<file path="src/rtl/reexe_pipe_pkg.sv">
// Shared widths and defaults for the delayed-execution (re-exe) pipeline
// that sits between the issue stage and MEM.
package reexe_pipe_pkg;

    localparam int REEXE_DEPTH   = 2;
    localparam int GPR_NUM_W     = 5;
    localparam int SINGLE_WORD_W = 32;

    typedef logic [GPR_NUM_W-1:0]     gpr_num_t;
    typedef logic [SINGLE_WORD_W-1:0] single_word_t;

endpackage

</file>
<file path="src/rtl/reexe_pipe_slot.sv">
// One re-exe pipeline slot: state registers, load/hold/fill/clear muxing
// and the forwarding flags that issue uses for bypass.
module reexe_pipe_slot
    import reexe_pipe_pkg::*;
#(
    parameter int DATA_W = SINGLE_WORD_W,
    parameter int REG_W  = GPR_NUM_W
) (
    input  logic              clk,
    input  logic              rst,
    input  logic              flush,
    input  logic              load,
    input  logic              clear,
    input  logic              fill,
    input  logic              ld_pending,
    input  logic [REG_W-1:0]  ld_num,
    input  logic [DATA_W-1:0] ld_vaddr,
    input  logic [DATA_W-1:0] ld_data,
    input  logic [DATA_W-1:0] fill_data,
    output logic              valid,
    output logic              pending,
    output logic [REG_W-1:0]  num,
    output logic [DATA_W-1:0] vaddr,
    output logic [DATA_W-1:0] data,
    output logic              fwd_valid,
    output logic              fwd_ready
);

    // Payload is left untouched when the slot empties; valid gates every use.
    always_ff @(posedge clk or negedge rst) begin
        if (!rst) begin
            valid   <= 1'b0;
            pending <= 1'b0;
            num     <= '0;
            vaddr   <= '0;
            data    <= '0;
        end else if (flush) begin
            valid   <= 1'b0;
            pending <= 1'b0;
        end else if (load) begin
            valid   <= 1'b1;
            pending <= ld_pending;
            num     <= ld_num;
            vaddr   <= ld_vaddr;
            data    <= ld_data;
        end else if (clear) begin
            valid   <= 1'b0;
            pending <= 1'b0;
        end else if (fill) begin
            pending <= 1'b0;
            data    <= fill_data;
        end
    end

    assign fwd_valid = valid & (num != '0);
    assign fwd_ready = fwd_valid & ~pending;

endmodule

</file>
<file path="src/rtl/reexe_pipe.sv">
// DEPTH-slot delayed-execution pipeline with in-order late-result fill,
// flush, valid/allowin back-pressure and per-slot forwarding.
module reexe_pipe
    import reexe_pipe_pkg::*;
#(
    parameter int DEPTH  = REEXE_DEPTH,
    parameter int DATA_W = SINGLE_WORD_W,
    parameter int REG_W  = GPR_NUM_W
) (
    input  logic                    clk,
    input  logic                    rst,
    input  logic                    in_valid_i,
    output logic                    in_allowin_o,
    input  logic [REG_W-1:0]        in_writeNum_i,
    input  logic [DATA_W-1:0]       in_vaddr_i,
    input  logic [DATA_W-1:0]       in_data_i,
    input  logic                    in_pending_i,
    input  logic                    fill_valid_i,
    input  logic [DATA_W-1:0]       fill_data_i,
    input  logic                    flush_i,
    output logic                    out_valid_o,
    input  logic                    out_allowin_i,
    output logic [REG_W-1:0]        out_writeNum_o,
    output logic [DATA_W-1:0]       out_vaddr_o,
    output logic [DATA_W-1:0]       out_data_o,
    output logic [DEPTH-1:0]        fwd_valid_o,
    output logic [DEPTH-1:0]        fwd_ready_o,
    output logic [DEPTH*REG_W-1:0]  fwd_num_o,
    output logic [DEPTH*DATA_W-1:0] fwd_data_o
);

    logic [DEPTH-1:0]  valid;
    logic [DEPTH-1:0]  pending;
    logic [DEPTH-1:0]  load;
    logic [DEPTH-1:0]  move;
    logic [DEPTH-1:0]  fill_sel;
    logic [REG_W-1:0]  num   [DEPTH];
    logic [DATA_W-1:0] vaddr [DEPTH];
    logic [DATA_W-1:0] data  [DEPTH];
    logic              fire;

    assign out_valid_o    = valid[DEPTH-1] & ~pending[DEPTH-1] & ~flush_i;
    assign fire           = out_valid_o & out_allowin_i;
    assign out_writeNum_o = num[DEPTH-1];
    assign out_vaddr_o    = vaddr[DEPTH-1];
    assign out_data_o     = data[DEPTH-1];

    // Advance chain resolved from the oldest slot back toward the entry slot.
    always_comb begin
        logic down_moving;
        move             = '0;
        move[DEPTH-1]    = fire;
        down_moving      = fire;
        for (int k = DEPTH - 2; k >= 0; k--) begin
            move[k]     = valid[k] & (~valid[k+1] | down_moving);
            down_moving = move[k];
        end
    end

    assign in_allowin_o = ~valid[0] | move[0];

    // Fills complete in order, so only the oldest pending slot can take one.
    always_comb begin
        logic found;
        fill_sel = '0;
        found    = 1'b0;
        for (int k = DEPTH - 1; k >= 0; k--) begin
            if (!found && valid[k] && pending[k]) begin
                fill_sel[k] = fill_valid_i;
                found       = 1'b1;
            end
        end
    end

    for (genvar k = 0; k < DEPTH; k++) begin : g_slot
        logic              ld_pending;
        logic [REG_W-1:0]  ld_num;
        logic [DATA_W-1:0] ld_vaddr;
        logic [DATA_W-1:0] ld_data;

        if (k == 0) begin : g_entry
            assign load[k]    = in_valid_i & in_allowin_o;
            assign ld_pending = in_pending_i;
            assign ld_num     = in_writeNum_i;
            assign ld_vaddr   = in_vaddr_i;
            assign ld_data    = in_pending_i ? '0 : in_data_i;
        end else begin : g_chain
            // A fill landing on a moving slot travels with it.
            assign load[k]    = move[k-1];
            assign ld_pending = pending[k-1] & ~fill_sel[k-1];
            assign ld_num     = num[k-1];
            assign ld_vaddr   = vaddr[k-1];
            assign ld_data    = fill_sel[k-1] ? fill_data_i : data[k-1];
        end

        reexe_pipe_slot #(
            .DATA_W (DATA_W),
            .REG_W  (REG_W)
        ) u_slot (
            .clk        (clk),
            .rst        (rst),
            .flush      (flush_i),
            .load       (load[k]),
            .clear      (move[k] & ~load[k]),
            .fill       (fill_sel[k]),
            .ld_pending (ld_pending),
            .ld_num     (ld_num),
            .ld_vaddr   (ld_vaddr),
            .ld_data    (ld_data),
            .fill_data  (fill_data_i),
            .valid      (valid[k]),
            .pending    (pending[k]),
            .num        (num[k]),
            .vaddr      (vaddr[k]),
            .data       (data[k]),
            .fwd_valid  (fwd_valid_o[k]),
            .fwd_ready  (fwd_ready_o[k])
        );

        assign fwd_num_o[k*REG_W +: REG_W]    = num[k];
        assign fwd_data_o[k*DATA_W +: DATA_W] = data[k];
    end

endmodule

</file>
<file path="config.mk">
export PLATFORM = sky130hd
export DESIGN_NAME = reexe_pipe
export DESIGN_NICKNAME = d
export VERILOG_FILES = /design/src/rtl/reexe_pipe_pkg.sv /design/src/rtl/reexe_pipe_slot.sv /design/src/rtl/reexe_pipe.sv
export SDC_FILE = /design/constraint.sdc
export NUM_CORES = 1
export LEC_CHECK = 0
export ABC_AREA = 1
export BUFFER_PORTS_ARGS = -buffer_cell sky130_fd_sc_hd__buf_2
export CAP_MARGIN = 20
export CORE_MARGIN = 5
export CORE_UTILIZATION = 30
export CTS_BUF_LIST = sky130_fd_sc_hd__clkbuf_4 sky130_fd_sc_hd__clkbuf_8
export DETAILED_ROUTE_END_ITERATION = 16
export HOLD_SLACK_MARGIN = 0.15
export REMOVE_ABC_BUFFERS = 1
export SLEW_MARGIN = 40
export SYNTH_ARGS = -nofsm -noshare
export SYNTH_HDL_FRONTEND = slang
export SYNTH_SLANG_ARGS = --single-unit
</file>
<file path="constraint.sdc">
create_clock -name clk -period 2.1 [get_ports clk]
set_input_delay 0.315 -clock clk [delete_from_list [all_inputs] [get_ports clk]]
set_output_delay 0.315 -clock clk [all_outputs]
set_load 0.02 [all_outputs]
</file>
==> reports/metrics.yaml <==
place:
  io_buffers: 256
  place_area_sq_mm: 0.00864
  gp_congestion: 0.807
  placed_cells: 1520
  place_hpwl_mm: 16.2
logic_synthesis:
  synth_area_sq_mm: 0.00730
  avgSynthCellArea_sq_um: 7.16
  syn_inst: 1019
  synth-seq-area-share_pct: 48.7
  synth_top_area_cell: "dfrtp_1"
  yosys_register_bits: 142
  synthTopCellsByArea: "dfrtp_1 (49%), nand2_1 (26%), nand3_1 (4.7%), buf_4 (4.6%), o21ai_1 (4.0%)"
  yosys_warnings: 0
  synth_top_area_share_pct: 48.7
  synth.distinct_cells: 20
clock_network:
  cts_buffers: 17
  clk_latency_ps: 440
  clockRootBuffer: "clkbuf_8"
  cts.clk_slew.worst_paths_ps: 90
  cts_buffer_depth: 2
  cts_htree_levels: 4
  cts_sinks: 142
  cts_tree: "yes"
final_layout:
  final_common_cell: "nand2_1"
  final_area_sq_mm: 0.00955
  final_cell_mix: "nand2_1 (503), buf_2 (255), dfrtp_1 (141)"
  area_growth_pct: 30.8
  fin_cells: 1602
  final_util_pct: 39.6
  nets: 1371
  drive_above_1_share_pct: 25.4
timing:
  hold_viol_final: 0
  fin_crit_ps: 1960
  tightest_slew_ps: 759
  slew_headroom_pct: 49.4
  setup_violations: 0
  fin_crit_sh_pct: 93.5
  tns_ps: 0
  hold_slack_ps: 179
  max_freq_mhz: 509
  drv_slew: 0
  rsz0062_at_grt: "false"
  skew_ps: 13.7
floorplanning:
  coreArea_sq_mm: 0.0241
  ios: 257
  die_w_microns: 166
  initial_utilization_pct: 30.3
  num_rows: 57
  die_h_microns: 166
  die_area_sq_mm: 0.0276
status:
  outcome: "finished clean"
route:
  wl_per_cell_microns: 15.3
  routed_via_density: 4.48
  drc_errors: 0
  dr.pass1.iters: 5
  vias: 7179
  finalWirelength_mm: 24.5
  final_antenna_net_count: 0
  drtIter0Drc: 425
global_routing:
  antenna_found_initial: 2
  overflow: 0
  grt_max_degree: 75
  grt_pass1_vias: 7164
  grt_pass1_wl_mm: 39.2
  top_usage_layer: "met2"
  grtUsageMet1_pct: 22.4
  grtUsageMet3_pct: 3.28
  met2_usage_pct: 29.6
  grt_usage_pct: 17.6
setup_path:
  cp.required_ps: 1780
  cp.arrival_ps: 1650
  cp-end-kind: "output port"
  rr_startpoint: "g_slot[1].u_slot.valid"
  path_class: "reg2out"
  startpoint_type: "register"
  path_max_fanout: 22
  startpoint: "g_slot[1].u_slot.pending"
job:
  drv_cap: 0
min_path:
  hp-class: "in2reg"
  min_from: "flush_i"
power_and_ir_drop:
  leakage_nw: 5.54
  power_density_mw_per_mm2: 887
  vdd_drop_max_mv: 0.334
cells in the mapped netlist:
master      n
a21oi_4     1
o21ai_1    59
buf_2      32
nand4_4     1
nor2_2      1
nor2_1     38
buf_4      45
nand3_1    68
inv_1      76
nor3_1      2
clkbuf_2    1
a21oi_1     3
nand2_1   504
dfrtp_1   142
nand4_1     2
nand2_2     3
clkbuf_1   22
inv_2       2
o21ai_0    16
nand3_4     1
worst max-delay path: stages (launching register included):
cell     delay (ps)
dfrtp_2         460
inv_2            90
nand4_4         120
nand3_4         150
buf_12          180
buf_2           190
cells by family after synthesis:
group | count (synthesis) | synth area share [%]
AOI/OAI and AO/OA | 79 | 5.57
and+or+nand+nor | 620 | 33.7
buffers and inverters | 178 | 12.0
DFF | 142 | 48.7
timing repair:
item	in CTS	in global routing
gates resized for setup	3	3
endpoints found under the hold margin	94	0
hold buffers	47	0
setup endpoints to repair	1	3
pin swaps	1	0
buffers inserted	1	0
final cells by class:
| type | instances | area, sq um |
|---|---|---|
| Inverter | 78 | 293 |
| Timing Repair Buffer | 325 | 2000 |
| Multi-Input combinational cell | 699 | 2880 |
| Clock buffer | 21 | 277 |
| Sequential cell | 142 | 3550 |
| Fill cell | 2581 | 14600 |
| Antenna cell | 2 | 5.00 |
| Tap cell | 324 | 405 |
| Clock inverter | 11 | 130 |
power breakdown:
| group | leakage (nW) | switching, mW | internal (mW) |
|---|---|---|---|
| registers | 1.80 | 0.338 | 3.23 |
| clock network | 0.208 | 1.10 | 1.16 |
| logic | 3.53 | 1.75 | 0.896 |
| total | 5.54 | 3.18 | 5.28 |
per-layer routing:
metal / part of all wire, % / wire [microns]
met1: 44 / 10800
met2: 49 / 11900
met3: 4.5 / 1110
met4: 2.9 / 719
met5: 0 / 0
final timing paths:
kind | endpoint | slack, ps | depth (start not counted)
setup / recovery | in_allowin_o | 140 | 5
hold / removal | g_slot[0].u_slot.pending | 180 | 2
setup reg to reg | g_slot[0].u_slot.data[16] | 280 | 9
hold reg to reg | g_slot[1].u_slot.vaddr[0] | 480 | 2
max in group asynchronous | g_slot[0].u_slot.data[15] | 1130 | 3
min in group asynchronous | g_slot[1].u_slot.data[8] | 370 | 2
stage by stage:
step                power (mW)  setup WS [ps]
floorplan                 5.06          -1990
CTS                       8.59           21.9
global placement          6.17            299
finish                    8.47            137
global route              9.00           26.1
detailed placement        6.21            280
registers in the layout, indices dropped and copies added, names as in the netlist:
| register | flops |
|---|---|
| g_slot.u_slot.data | 64 |
| g_slot.u_slot.vaddr | 64 |
| g_slot.u_slot.num | 10 |
| g_slot.u_slot.pending | 2 |
| g_slot.u_slot.valid | 2 |
No activity file was read; power rests on OpenSTA's default activity.
